$ cat config.mk
export PLATFORM = sky130hd
export DESIGN_NAME = bcd_display_formatter_flat
export DESIGN_NICKNAME = d
export VERILOG_FILES = /design/src/rtl/bcd_display_formatter_if.sv /design/src/rtl/bcd_display_formatter.sv /design/src/flat_wrapper.sv
export SDC_FILE = /design/constraint.sdc
export NUM_CORES = 1
export LEC_CHECK = 0
export BUFFER_PORTS_ARGS = -buffer_cell sky130_fd_sc_hd__buf_2
export CORE_AREA = 2 2 115 117
export DETAILED_ROUTE_END_ITERATION = 8
export DIE_AREA = 0 0 117 119
export PLACE_DENSITY = 0.66
export SETUP_SLACK_MARGIN = 0.05
export SLEW_MARGIN = 30
export SYNTH_ARGS = -nofsm -noshare
export SYNTH_HDL_FRONTEND = slang
export SYNTH_SLANG_ARGS = --single-unit
export TNS_END_PERCENT = 50
$ cat constraint.sdc
create_clock -name clk -period 4.2 [get_ports clk]
set_input_delay 0.42 -clock clk [delete_from_list [all_inputs] [get_ports clk]]
set_output_delay 0.42 -clock clk [all_outputs]
set_load 0.02 [all_outputs]
$ cat src/rtl/bcd_display_formatter_if.sv
// Bundle of the request and display-output signals exchanged between the
// binary source and the BCD display formatter.
interface bcd_display_formatter_if #(
    parameter int BIN_W = 27
);
    logic             start;
    logic [BIN_W-1:0] value;
    logic             dot_en;
    logic [2:0]       dot_pos;
    logic [31:0]      digit;
    logic [7:0]       en_digit;
    logic [7:0]       en_dot;
    logic             busy;
    logic             done;
    logic             overflow;

    modport master (
        output start, value, dot_en, dot_pos,
        input  digit, en_digit, en_dot, busy, done, overflow
    );

    modport slave (
        input  start, value, dot_en, dot_pos,
        output digit, en_digit, en_dot, busy, done, overflow
    );
endinterface

$ cat src/rtl/bcd_display_formatter.sv
// Sequential double-dabble binary-to-BCD converter feeding an 8-digit display;
// blanks leading zeros, places a decimal point and saturates above 99,999,999.
module bcd_display_formatter #(
    parameter int BIN_W    = 27,
    parameter bit LZ_BLANK = 1'b1
) (
    input logic                    clk,
    input logic                    rst,
    bcd_display_formatter_if.slave bus
);
    localparam logic [31:0] MAX_DEC = 32'd99999999;
    localparam logic [4:0]  ITER    = 5'(BIN_W);

    typedef enum logic [1:0] {
        S_IDLE    = 2'd0,
        S_CONVERT = 2'd1,
        S_LOAD    = 2'd2
    } state_t;

    state_t           r_state;
    state_t           w_state_nxt;
    logic [BIN_W-1:0] r_bin;
    logic [31:0]      r_bcd;
    logic [4:0]       r_cnt;
    logic             r_ovf_pend;
    logic             r_dot_en;
    logic [2:0]       r_dot_pos;
    logic [31:0]      r_digit;
    logic [7:0]       r_en_digit;
    logic [7:0]       r_en_dot;
    logic             r_busy;
    logic             r_done;
    logic             r_overflow;
    logic [31:0]      w_bcd_adj;
    logic [31:0]      w_value_ext;
    logic [2:0]       w_msd;
    logic [2:0]       w_lim;
    logic [7:0]       w_en_digit;
    logic [7:0]       w_en_dot;

    assign w_value_ext = 32'(bus.value);

    // FSM state register
    always_ff @(posedge clk) begin
        if (rst) begin
            r_state <= S_IDLE;
        end else begin
            r_state <= w_state_nxt;
        end
    end

    // FSM next-state: start is only honoured in IDLE, so it is dropped while busy or in LOAD
    always_comb begin
        w_state_nxt = r_state;
        case (r_state)
            S_IDLE: begin
                if (bus.start) w_state_nxt = S_CONVERT;
                else           w_state_nxt = S_IDLE;
            end
            S_CONVERT: begin
                if (r_cnt == 5'd1) w_state_nxt = S_LOAD;
                else               w_state_nxt = S_CONVERT;
            end
            S_LOAD:  w_state_nxt = S_IDLE;
            default: w_state_nxt = S_IDLE;
        endcase
    end

    // Add-3 correction of every nibble ahead of the shift
    always_comb begin
        w_bcd_adj = r_bcd;
        for (int i = 0; i < 8; i++) begin
            w_bcd_adj[4*i +: 4] = (r_bcd[4*i +: 4] >= 4'd5) ? (r_bcd[4*i +: 4] + 4'd3)
                                                             : r_bcd[4*i +: 4];
        end
    end

    // Display enables from the finished BCD word; the dot position extends the visible span
    always_comb begin
        w_msd      = 3'd0;
        w_en_digit = 8'h00;
        for (int i = 0; i < 8; i++) begin
            w_msd = (r_bcd[4*i +: 4] != 4'd0) ? 3'(i) : w_msd;
        end
        if (r_dot_en && (r_dot_pos > w_msd)) w_lim = r_dot_pos;
        else                                  w_lim = w_msd;
        if (r_ovf_pend || (LZ_BLANK == 1'b0)) begin
            w_en_digit = 8'hFF;
        end else begin
            for (int i = 0; i < 8; i++) begin
                w_en_digit[i] = (3'(i) <= w_lim);
            end
        end
        if (r_dot_en) w_en_dot = 8'h01 << r_dot_pos;
        else          w_en_dot = 8'h00;
    end

    // Conversion datapath and atomically updated output registers
    always_ff @(posedge clk) begin
        if (rst) begin
            r_bin      <= '0;
            r_bcd      <= 32'h00000000;
            r_cnt      <= 5'd0;
            r_ovf_pend <= 1'b0;
            r_dot_en   <= 1'b0;
            r_dot_pos  <= 3'd0;
            r_digit    <= 32'h00000000;
            r_en_digit <= 8'h01;
            r_en_dot   <= 8'h00;
            r_busy     <= 1'b0;
            r_done     <= 1'b0;
            r_overflow <= 1'b0;
        end else begin
            r_done <= 1'b0;
            case (r_state)
                S_IDLE: begin
                    if (bus.start) begin
                        r_bin      <= bus.value;
                        r_bcd      <= 32'h00000000;
                        r_cnt      <= ITER;
                        r_ovf_pend <= (w_value_ext > MAX_DEC);
                        r_dot_en   <= bus.dot_en;
                        r_dot_pos  <= bus.dot_pos;
                        r_busy     <= 1'b1;
                    end
                end
                S_CONVERT: begin
                    r_bcd <= {w_bcd_adj[30:0], r_bin[BIN_W-1]};
                    r_bin <= r_bin << 1;
                    r_cnt <= r_cnt - 5'd1;
                end
                S_LOAD: begin
                    r_digit    <= r_ovf_pend ? 32'h99999999 : r_bcd;
                    r_en_digit <= w_en_digit;
                    r_en_dot   <= w_en_dot;
                    r_overflow <= r_ovf_pend;
                    r_done     <= 1'b1;
                    r_busy     <= 1'b0;
                end
                default: begin
                    r_busy <= 1'b0;
                end
            endcase
        end
    end

    assign bus.digit    = r_digit;
    assign bus.en_digit = r_en_digit;
    assign bus.en_dot   = r_en_dot;
    assign bus.busy     = r_busy;
    assign bus.done     = r_done;
    assign bus.overflow = r_overflow;
endmodule

$ cat src/flat_wrapper.sv
// flat-port wrapper written by rule: the top's interface ports become plain ports
module bcd_display_formatter_flat 
#(
    parameter int BIN_W    = 27,
    parameter bit LZ_BLANK = 1'b1
)
  (clk, rst, bus_start, bus_value, bus_dot_en, bus_dot_pos, bus_digit, bus_en_digit, bus_en_dot, bus_busy, bus_done, bus_overflow);
  bcd_display_formatter_if #(.BIN_W(BIN_W)) bus_i ();
  input logic clk;
  input logic rst;
  input wire logic [$bits(bus_i.start)-1:0] bus_start;
  input wire logic [$bits(bus_i.value)-1:0] bus_value;
  input wire logic [$bits(bus_i.dot_en)-1:0] bus_dot_en;
  input wire logic [$bits(bus_i.dot_pos)-1:0] bus_dot_pos;
  output wire logic [$bits(bus_i.digit)-1:0] bus_digit;
  output wire logic [$bits(bus_i.en_digit)-1:0] bus_en_digit;
  output wire logic [$bits(bus_i.en_dot)-1:0] bus_en_dot;
  output wire logic [$bits(bus_i.busy)-1:0] bus_busy;
  output wire logic [$bits(bus_i.done)-1:0] bus_done;
  output wire logic [$bits(bus_i.overflow)-1:0] bus_overflow;
  assign bus_i.start = bus_start;
  assign bus_i.value = bus_value;
  assign bus_i.dot_en = bus_dot_en;
  assign bus_i.dot_pos = bus_dot_pos;
  assign bus_digit = bus_i.digit;
  assign bus_en_digit = bus_i.en_digit;
  assign bus_en_dot = bus_i.en_dot;
  assign bus_busy = bus_i.busy;
  assign bus_done = bus_i.done;
  assign bus_overflow = bus_i.overflow;
  bcd_display_formatter #(.BIN_W(BIN_W), .LZ_BLANK(LZ_BLANK)) u_core (.clk(clk), .rst(rst), .bus(bus_i));
endmodule
==> out/results.ini <==
[setup_path]
crit_arrival_ps=3480
crit_path_start_kind=register
cp_max_fo=6
required_ps=4530
r2r_end=u_core.bus.en_digit[6]
critPathLaunch=u_core.r_bcd[28]
reg2reg_from=u_core.r_bcd[28]
r2r_cells=12
path_class=register to register
end_kind=register
r2r_slack_ps=1050

[final_layout]
most-common-layout-cells=dfxtp_1 (122), buf_2 (83), a21oi_1 (79)
synthToLayoutAreaGrowth_pct=20.04
multi_input_comb_area_um2=2888
layout.cells.most_common=dfxtp_1
antenna_cells=0
layout.cells.non_filler=942
drive_gt1_share_pct=17.49
fillers=1222
ff_latch_area_um2=2442
nNetsFinal=807

[timing]
tightest_slew_ps=747.2
fin_crit_ps=3152
fin_crit_sh_pct=75.05
tns_ps=0
setup_viol=0
fmax_mhz=317.3
rsz0062_at_grt=no
fin_worst_skew_ps=8.389
hold_violations=0
maxSlewViolCount=0
slew_headroom_pct=50.19

[floorplan]
row_count=42
dieWidth_um=117
initial_core_util_pct=43.46
ios=85
core_um2=12870
die-area_um2=13920
die_h_um=119

[power]
combPwrFrac_pct=9.5
p_sw_uw=729.1
p_sw_share_pct=24.45
fin_total_pwr_uw=2982
clkPwrFrac_pct=48.9
power_density_nw_per_um2=444.0
ir_drop_mv=0.2741
p_seq_share_pct=41.6
p_int_uw=2253
p_leak_uw=0.002598

[synthesis]
yosysWarnings=0
synth_ff_type=dfxtp_1
synth_top_family_by_area=simple AND/OR/NAND/NOR gates
synth_cell_types=50
synth_area_leaders=dfxtp_1 (44%), a21oi_1 (7.1%), nor3_1 (5.7%)
yosys.area.top_type=dfxtp_1
syn_area_per_cell_um2=8.086
synth-simple-area-share_pct=24.15
synth_seq_cells=122
synth_xor_area_share_pct=2.504
synth-seq-area-share_pct=43.65
synth.top_cell.area_share_pct=43.65
synth_compound_area_share_pct=19.92
synth_edf_count=0
synth_area_um2=5595
synthCells=692
synth_fp_nets=746
synth.area.mux_share_pct=0.2460
synth_fa_ha_area_share_pct=4.472
async_flop_share_pct=0

[clock_tree]
clock_sinks=122
cts_tree=yes
ctsLongestPathBuffers=2
insertion_delay_ps=420
hold_buffers=0
cts_setup_buffers=0
postCtsResizedCells=0
h-tree-depth=4
cts-buffers-inserted=17
ctsRootBufferMaster=clkbuf_16
cts.reportedPaths.clkPinSlew_ps=60

[worst_hold_path]
whs_endpoint=u_core.r_bin[25]
hold_class=input pin to register
holdCritStartpoint=bus_value[25]
hold-path-cell-count=3

[routing]
drc=0
num_vias=5276
routed_wl_um=14570
first_iter_violations=378
wl_per_cell_um=15.46
ant_nets=0
vias_per_cell=5.601
dr.pass1.iters=5

[placement]
dp.cells=910
io_buffers=84
place_hpwl_um=9606
gp_congestion=0.9596

[global_route]
grt_pass1_wl_um=23660
antenna_found_initial=0
grt_usage_pct=21.48
grt_overflow=0
grt_max_degree=74
grt_pass1_vias=4926

[job]
max_cap_viol_count=0

[run_status]
status=completed

flip-flops by register name, summed over array words and instances, names as in the netlist:
signal	cells
u_core.r_bin	27
u_core.r_cnt	5
u_core.r_bcd	32
u_core.bus.digit	32
u_core.bus.en_dot	8
u_core.r_dot_pos	3
u_core.bus.done	1
u_core.bus.busy	1
u_core.bus.overflow	1
u_core.r_ovf_pend	1
u_core.bus.en_digit	8
u_core.r_dot_en	1
u_core.r_state	2
kinds of logic after synthesis:
kind of cell             after synthesis
AO/OA/AOI/OAI                        178
XOR/XNOR                              16
adder cells (fa/ha/maj)               20
buffers and inverters                 75
flip-flops                           122
multiplexers                           1
AND/OR/NAND/NOR                      280
power groups by stage:
| stage | clock network [µW] | logic (µW) | registers, µW |
|---|---|---|---|
| 2_1_floorplan | 0 | 199 | 1250 |
| 3_3_place_gp | 0 | 277 | 1260 |
| 3_5_place_dp | 0 | 283 | 1260 |
| 4_1_cts | 1480 | 285 | 1240 |
| 5_1_grt | 1530 | 315 | 1240 |
| 6_report | 1460 | 284 | 1240 |
worst max-delay path by stage:
stage	to	depth (start not counted)	slack (ps)
floorplan	u_core.bus.en_digit[1]	12	1460
detailed placement	u_core.bus.en_digit[6]	12	1080
global route	u_core.bus.en_digit[1]	12	740
global placement	u_core.bus.en_digit[6]	12	1210
CTS	u_core.bus.en_digit[6]	12	1060
finish	u_core.bus.en_digit[6]	12	1050
layout make-up:
cell class	count	share of cell area (%)
timing repair buffer	92	7.191
clock inverter	8	1.751
tap	176	3.279
multi-input combinational	495	43.00
clock buffer	24	7.023
inverter	25	1.397
sequential	122	36.36
synthesized netlist by cell type (2+ instances only):
cell and count:
a211oi_1 5, a21oi_1 79, a221oi_1 3, a222oi_1 3
a22o_1 3, a22oi_1 29, a311oi_1 4, a31oi_1 8
a32oi_1 2, and3_1 2, buf_1 3, clkbuf_1 46
dfxtp_1 122, ha_1 20, inv_1 25, nand2_1 77
nand2b_1 14, nand3_1 28, nand3b_1 11, nand4_1 4
nor2_1 55, nor2b_1 5, nor3_1 64, nor3b_1 8
nor4_1 2, o211ai_1 3, o21ai_0 26, o21ai_1 3
or2_2 2, or3b_1 2, xnor2_1 9, xor2_1 7
metrics by stage:
stage	hold WS [ps]	cell area (µm²)	setup WS, ps	util [%]
CTS	224.1	6716	1055	52.17
global placement	423.9	6127	1207	47.59
finish	240.9	6716	1048	52.17
detailed placement	442.5	6127	1077	47.59
floorplan	434.4	5595	1457	-
global route	234.4	6716	739.3	52.17
critical path, cell delays in order (launching register included):
cell and delay, ps:
dfxtp_1 350, inv_1 80, ha_1 200, nor3b_1 410, and2_1 230, and3_1 180
ha_1 300, and3b_1 200, o21ai_1 250, o31a_1 320, or3_4 190, o22ai_4 90
o41ai_2 270
routing by layer:
layer	global-route usage, %	vias to the layer above	wire [µm]
met5	0	-	0
met4	11.18	0	512
met3	5.344	37	704
met2	35.12	159	7106
met1	25.78	2508	6244
li1	-	2572	-
(Power assumes the default switching activity.)
